`config.mk`:
```
export PLATFORM = sky130hd
export DESIGN_NAME = alu_flag_unit
export DESIGN_NICKNAME = d
export VERILOG_FILES = /design/src/rtl/alu_flag_unit.sv
export SDC_FILE = /design/constraint.sdc
export NUM_CORES = 1
export LEC_CHECK = 0
export CORE_AREA = 2 2 39 41
export DETAILED_ROUTE_END_ITERATION = 10
export DIE_AREA = 0 0 41 43
export DONT_BUFFER_PORTS = 1
export GPL_ROUTABILITY_DRIVEN = 0
export SETUP_SLACK_MARGIN = 0.5
export SYNTH_ARGS = -nofsm -noshare
export SYNTH_HDL_FRONTEND = slang
export SYNTH_SLANG_ARGS = --single-unit
```
`constraint.sdc`:
```
create_clock -name clk -period 1.5 [get_ports clk]
set_input_delay 0.3 -clock clk [delete_from_list [all_inputs] [get_ports clk]]
set_output_delay 0.3 -clock clk [all_outputs]
set_load 0.02 [all_outputs]
```
`src/rtl/alu_flag_unit.sv`:
```
// rtl/alu_flag_unit.sv - flag register and flag-update stage behind the nibble-serial ALU
module alu_flag_unit (
    input  logic       clk,
    input  logic       reset,
    input  logic       alu_l,
    input  logic       alu_h,
    input  logic       nib_zero,
    input  logic       nib_cout,
    input  logic       alu_ne,
    input  logic       c_from_lo,
    input  logic [1:0] z_sel,
    input  logic [1:0] n_sel,
    input  logic [1:0] h_sel,
    input  logic [1:0] c_sel,
    input  logic       f_ld,
    input  logic [7:0] f_in,
    input  logic [1:0] cc,
    output logic [7:0] f,
    output logic       carry,
    output logic       cond,
    output logic       pending,
    output logic       seq_err
);

    typedef enum logic {
        IDLE     = 1'b0,
        LOW_DONE = 1'b1
    } state_t;

    state_t state, state_nx;

    logic zero_lo, hc_lo, sh_lo;
    logic zero_lo_nx, hc_lo_nx, sh_lo_nx;
    logic flag_z, flag_n, flag_h, flag_c;
    logic flag_z_nx, flag_n_nx, flag_h_nx, flag_c_nx;
    logic seq_err_nx;

    logic commit;
    logic zero_eff, hc_eff, sh_eff;
    logic src_z, src_n, src_h, src_c;

    function automatic logic apply_sel(input logic [1:0] sel, input logic cur, input logic src);
        case (sel)
            2'b00:   apply_sel = cur;
            2'b01:   apply_sel = 1'b0;
            2'b10:   apply_sel = 1'b1;
            default: apply_sel = src;
        endcase
    endfunction

    // An h strobe with no captured low nibble behaves as if the low nibble were zero with no half-carry.
    assign zero_eff = (state == LOW_DONE) ? zero_lo : 1'b1;
    assign hc_eff   = (state == LOW_DONE) ? hc_lo   : 1'b0;
    assign sh_eff   = (state == LOW_DONE) ? sh_lo   : 1'b0;

    assign src_z = zero_eff & nib_zero;
    assign src_n = alu_ne;
    assign src_h = hc_eff;
    assign src_c = c_from_lo ? sh_eff : nib_cout;

    assign commit = alu_h & ~alu_l & ~f_ld;

    always_comb begin
        state_nx   = state;
        zero_lo_nx = zero_lo;
        hc_lo_nx   = hc_lo;
        sh_lo_nx   = sh_lo;
        flag_z_nx  = flag_z;
        flag_n_nx  = flag_n;
        flag_h_nx  = flag_h;
        flag_c_nx  = flag_c;
        seq_err_nx = seq_err;

        if (f_ld) begin
            flag_z_nx = f_in[7];
            flag_n_nx = f_in[6];
            flag_h_nx = f_in[5];
            flag_c_nx = f_in[4];
            state_nx  = IDLE;
        end else if (alu_l) begin
            zero_lo_nx = nib_zero;
            hc_lo_nx   = nib_cout;
            sh_lo_nx   = nib_cout;
            state_nx   = LOW_DONE;
            if (alu_h) begin
                seq_err_nx = 1'b1;
            end
        end else if (commit) begin
            flag_z_nx = apply_sel(z_sel, flag_z, src_z);
            flag_n_nx = apply_sel(n_sel, flag_n, src_n);
            flag_h_nx = apply_sel(h_sel, flag_h, src_h);
            flag_c_nx = apply_sel(c_sel, flag_c, src_c);
            state_nx  = IDLE;
            if (state == IDLE) begin
                seq_err_nx = 1'b1;
            end
        end
    end

    always_ff @(posedge clk) begin
        if (reset) begin
            state   <= IDLE;
            zero_lo <= 1'b0;
            hc_lo   <= 1'b0;
            sh_lo   <= 1'b0;
            flag_z  <= 1'b0;
            flag_n  <= 1'b0;
            flag_h  <= 1'b0;
            flag_c  <= 1'b0;
            seq_err <= 1'b0;
        end else begin
            state   <= state_nx;
            zero_lo <= zero_lo_nx;
            hc_lo   <= hc_lo_nx;
            sh_lo   <= sh_lo_nx;
            flag_z  <= flag_z_nx;
            flag_n  <= flag_n_nx;
            flag_h  <= flag_h_nx;
            flag_c  <= flag_c_nx;
            seq_err <= seq_err_nx;
        end
    end

    assign f       = {flag_z, flag_n, flag_h, flag_c, 4'b0000};
    assign carry   = flag_c;
    assign pending = (state == LOW_DONE);

    always_comb begin
        case (cc)
            2'b00:   cond = ~flag_z;
            2'b01:   cond = flag_z;
            2'b10:   cond = ~flag_c;
            default: cond = flag_c;
        endcase
    end

endmodule

```
* After elaboration in Yosys (flattened, before gate mapping) *
Index checks and enable logic that the tools add are counted.

word-level totals
  logic and storage cells = 72
  output and inout bits = 12
  flip-flop bits (word level) = 8
  input port bits = 27

cells by class
  multiplexer cells = 26
  reductions and logical operators = 14
  bitwise logic cells = 7
  equal/unequal tests = 17

operators by type and width
  cell                                                  count
  two-way mux 1 bit                                     21
  case mux 1 bit (3 select lines)                       5
  AND reduction 3 bit                                   4
  equality test 2 x 1 -> 1 bit (second input constant)  5
  equality test 2 bit (second input constant)           5
  zero test 2 bit                                       5
  != test 2 bit (second input constant)                 5
  != test 2 x 1 -> 1 bit (second input constant)        2
  NOT 1 bit                                             4
  AND reduction 4 bit                                   1
  nonzero test 2 bit                                    2
  bitwise AND 1 bit                                     3
  AND reduction 2 bit                                   1
  OR reduction 2 bit                                    1

* Logic depth before layout (Yosys ltp) *
  depth in word-level cells = 6
  gate-level depth with buffers = 5
  gate-level depth less buffers = 5

* Worst setup path before layout *
No wires, ideal clock.

  path kind = input port to flip-flop
  from = in n_sel[0]
  to = reg flag_n
  arrival time = 1.329 ns
  path buffers = 0
  stages = 5
  setup slack = 0.054 ns
  required time = 1.383 ns
  library setup time = 0.117 ns
  cell sequence = inv_1 -> ha_1 -> mux2_2 -> mux2_2 -> a22o_1

between the ends
  word-level cells in the longest chain between the ends = 5
  elaborated cells between the ends (all ways) = 9
  those cells by class = eq/ne (3); mux (4); reduce/logical (2)

ends and longest elaborated chain
  element                                      line  text
  from (decl)                                  12    input logic [1:0] n_sel,
  equality test 2 bit (tied with other cells)  43    case (sel)
  case mux 1 bit (3 select lines)              43
  two-way mux 1 bit                            88    end else if (commit) begin
  two-way mux 1 bit                            80    end else if (alu_l) begin
  two-way mux 1 bit                            74    if (f_ld) begin
  to (signal assigned)                         117   flag_n <= flag_n_nx;
  to (decl)                                    34    logic flag_z, flag_n, flag_h, flag_c;

Several ways; a longest one is shown, not always the timed one. The select of a mux whose other input is x is not followed.
A chain may end at the register's enable or synchronous reset.

* Worst setup path after layout *
  from = reg flag_c (netlist: carry)
  to = out cond

between the ends
  word-level cells in the longest chain between the ends = 2

ends and longest elaborated chain
  element                            line  text
  from (decl)                        34
  from (signal assigned)             119   flag_c <= flag_c_nx;
  NOT 1 bit                          132   2'b10: cond = ~flag_c;
  case mux 1 bit (3 select lines) *  129   case (cc)
  to (decl)                          20    output logic cond,

Mark *: on every way between the ends. The rest lies on a longest branch, timed or not.

==> reports/metrics.yaml <==
endpoint: "cond"
r2r_slack_ns: 0.50
status: "complete, no violations"
p_sw_frac: 0.303
cp.depth: 2
clock-root-buffer: "clkbuf_4"
period_minus_slack_ns: 1.39
post-route-period-util: 0.928
grt_max_degree: 8
post_route_cells_drive_above_1_share: 0.440
grtUsageTotal: 0.145
fillCellCount: 128
reg2reg_depth: 3
dpl.cell_count: 87
p_clk_frac: 0.311
postCtsSetupBuffers: 0
finalHoldViolCount: 0
drtIter0Drc: 15
finalClockSkew_ns: 0.00366
antenna_cells: 0
p_int_mw: 0.413
hold_slack_ns: 0.0917
dp_hpwl_um: 989
peakVddDrop_v: 0.000394
final_util: 0.617
r2r_start: "pending"
synth_cell_types: 25
clk_path_buf_depth: 2
cts.sinks: 8
coreArea_mm2: 0.00138
start_util: 0.458
fp-row-count: 14
post_drt_wl_per_cell_um: 13.2
rsz0062_at_grt: "yes"
ant_nets: 0
synth_cells: 75
area_growth_pct: 34.8
startpoint: "carry"
die_area_mm2: 0.00176
cp-start-kind: "flip-flop"
worstPathArrival_ns: 1.09
fin_area_um2: 853
fmax_mhz: 718
antenna_found_initial: 0
comb_power_share: 0.252
end_kind: "output pin"
insertion_delay_ns: 0.25
postCtsHoldBufs: 0
crit_fanout: 4
crit_required_ns: 1.20
gr-total-overflow: 0
worst-setup-path-type: "flip-flop to output pin"
drcViolationCount: 0
portBuffers: 0
setup_tns_ns: 0
dieHeight_um: 43
synth_seq_area_share: 0.253
drv_cap: 0
cts_buffers: 3
reg2reg_to: "carry"
cp_top_family: "flip-flops"
firstDrtPassIters: 4
grt_first_pass_wirelength_um: 1720
die_w_um: 41
powerDensity_mw_per_mm2: 694
ys_seq_elements: 8
hp-class: "input port to flip-flop"
nets: 111
critPathSlowestCell: "dfxtp_4"
p_leak_nw: 0.364
ys_warn_count: 0
switchingPower_mw: 0.179
max_stage_delay_ns: 0.40
fin_cells: 91
vias_per_cell: 5.26
syn_area_per_cell_um2: 8.44
synth_area_um2: 633
pwr-share-seq: 0.437
slew_viol_final: 0
cp_cell_sequence: "mux2i_4 -> xor2_4"
first_global_vias: 426
clkTransAtPathRegs_ns: 0.06
setup_viol: 0
cts_tree: "done"
vias: 479
place_area_um2: 748
cp_num_buf_inv: 0
routed_wl_um: 1200
htreeDepth: 1
ioPinCount: 39
cells in the mapped netlist:
cell type / count / area, um^2
a32o_1: 1 / 10.0
or2_2: 1 / 6.26
nor2b_1: 4 / 25.0
o21ai_0: 2 / 10.0
a21oi_1: 1 / 5.00
mux2_2: 2 / 22.5
mux2i_1: 4 / 40.0
xor2_1: 1 / 8.76
nor2_1: 5 / 18.8
dfxtp_1: 8 / 160
buf_4: 8 / 60.1
or3b_1: 1 / 8.76
a22o_1: 1 / 8.76
nand2_1: 4 / 15.0
ha_1: 8 / 100
a221oi_1: 1 / 8.76
nor3b_1: 3 / 22.5
conb_1: 1 / 3.75
a31oi_1: 1 / 6.26
nand2b_1: 2 / 12.5
o211a_1: 1 / 10.0
nor3_1: 1 / 5.00
inv_1: 11 / 41.3
and3_1: 1 / 6.26
o311ai_0: 2 / 17.5
power groups by stage:
stage / registers, mW / logic (mW) / clock network, mW
detailed placement: 0.260 / 0.128 / 0
floorplan: 0.248 / 0.142 / 0
global route: 0.262 / 0.164 / 0.206
global placement: 0.260 / 0.126 / 0
CTS: 0.258 / 0.134 / 0.192
finish: 0.259 / 0.149 / 0.184
worst min-delay path by stage:
stage / from / to / slack (ns) / cells past startpoint
floorplan: reset / carry / 0.37 / 1
global placement: reset / carry / 0.37 / 1
detailed placement: reset / carry / 0.37 / 1
CTS: reset / pending / 0.09 / 1
global route: reset / carry / 0.08 / 1
finish: reset / carry / 0.09 / 1
cell type report:
cell class	count	area, um^2	area share
multi-input combinational	51	523	0.613
inverter	11	101	0.119
clock buffer	4	26.3	0.0308
timing repair buffer	1	11.3	0.0132
sequential	8	171	0.201
tap	16	20.0	0.0235
placed cells by master, fill, tap and decap left out, drive strengths merged, types with 3 or more instances in the layout:
cell,instances
nor2b,4
conb,4
inv,11
clkbuf,4
nand2,4
ha,8
mux2i,4
dfxtp,8
nor2,5
nor3b,3
layer usage:
metal / vias up / global-route usage / wire length, um
met3: 2 / 0.0524 / 114
li1: 239 / - / -
met4: 0 / 0.0600 / 8
met2: 22 / 0.222 / 615
met5: - / 0 / 0
met1: 216 / 0.176 / 462
flip-flops by register name (all words and copies together) (netlist names):
register  count
sh_lo         1
pending       1
carry         1
flag_n        1
flag_z        1
zero_lo       1
flag_h        1
seq_err       1
worst reg2reg max path: stages, from the launching register on:
cell and delay, ns:
dfxtp_2 0.34, and3_4 0.17, o311ai_4 0.29, a221oi_2 0.08
what timing repair did:
item                                   4_1_cts  5_1_grt
pin swaps                                    4        7
resized for setup                           10       10
endpoints found under the hold margin        0        0
setup endpoints to repair                   12        8
through the flow:
| step | setup WS [ns] | total power [mW] |
|---|---|---|
| floorplan | 0.114 | 0.390 |
| global placement | 0.0928 | 0.386 |
| detailed placement | 0.0897 | 0.388 |
| CTS | 0.0960 | 0.584 |
| global route | 0.0541 | 0.632 |
| finish | 0.108 | 0.592 |
cells by family (layout without fill, tap and decap cells):
family                   after synthesis  after routing  synth area share
AND/OR/NAND/NOR                       22             22             0.190
buffers and inverters                 19             16             0.160
AO/OA/AOI/OAI                         10             10             0.121
adder cells (fa/ha/maj)                8              8             0.158
flip-flops                             8              8             0.253
multiplexers                           6              6            0.0988
other                                  1              4           0.00592
XOR/XNOR                               1              1            0.0138
No activity file was read; power rests on OpenSTA's default activity.
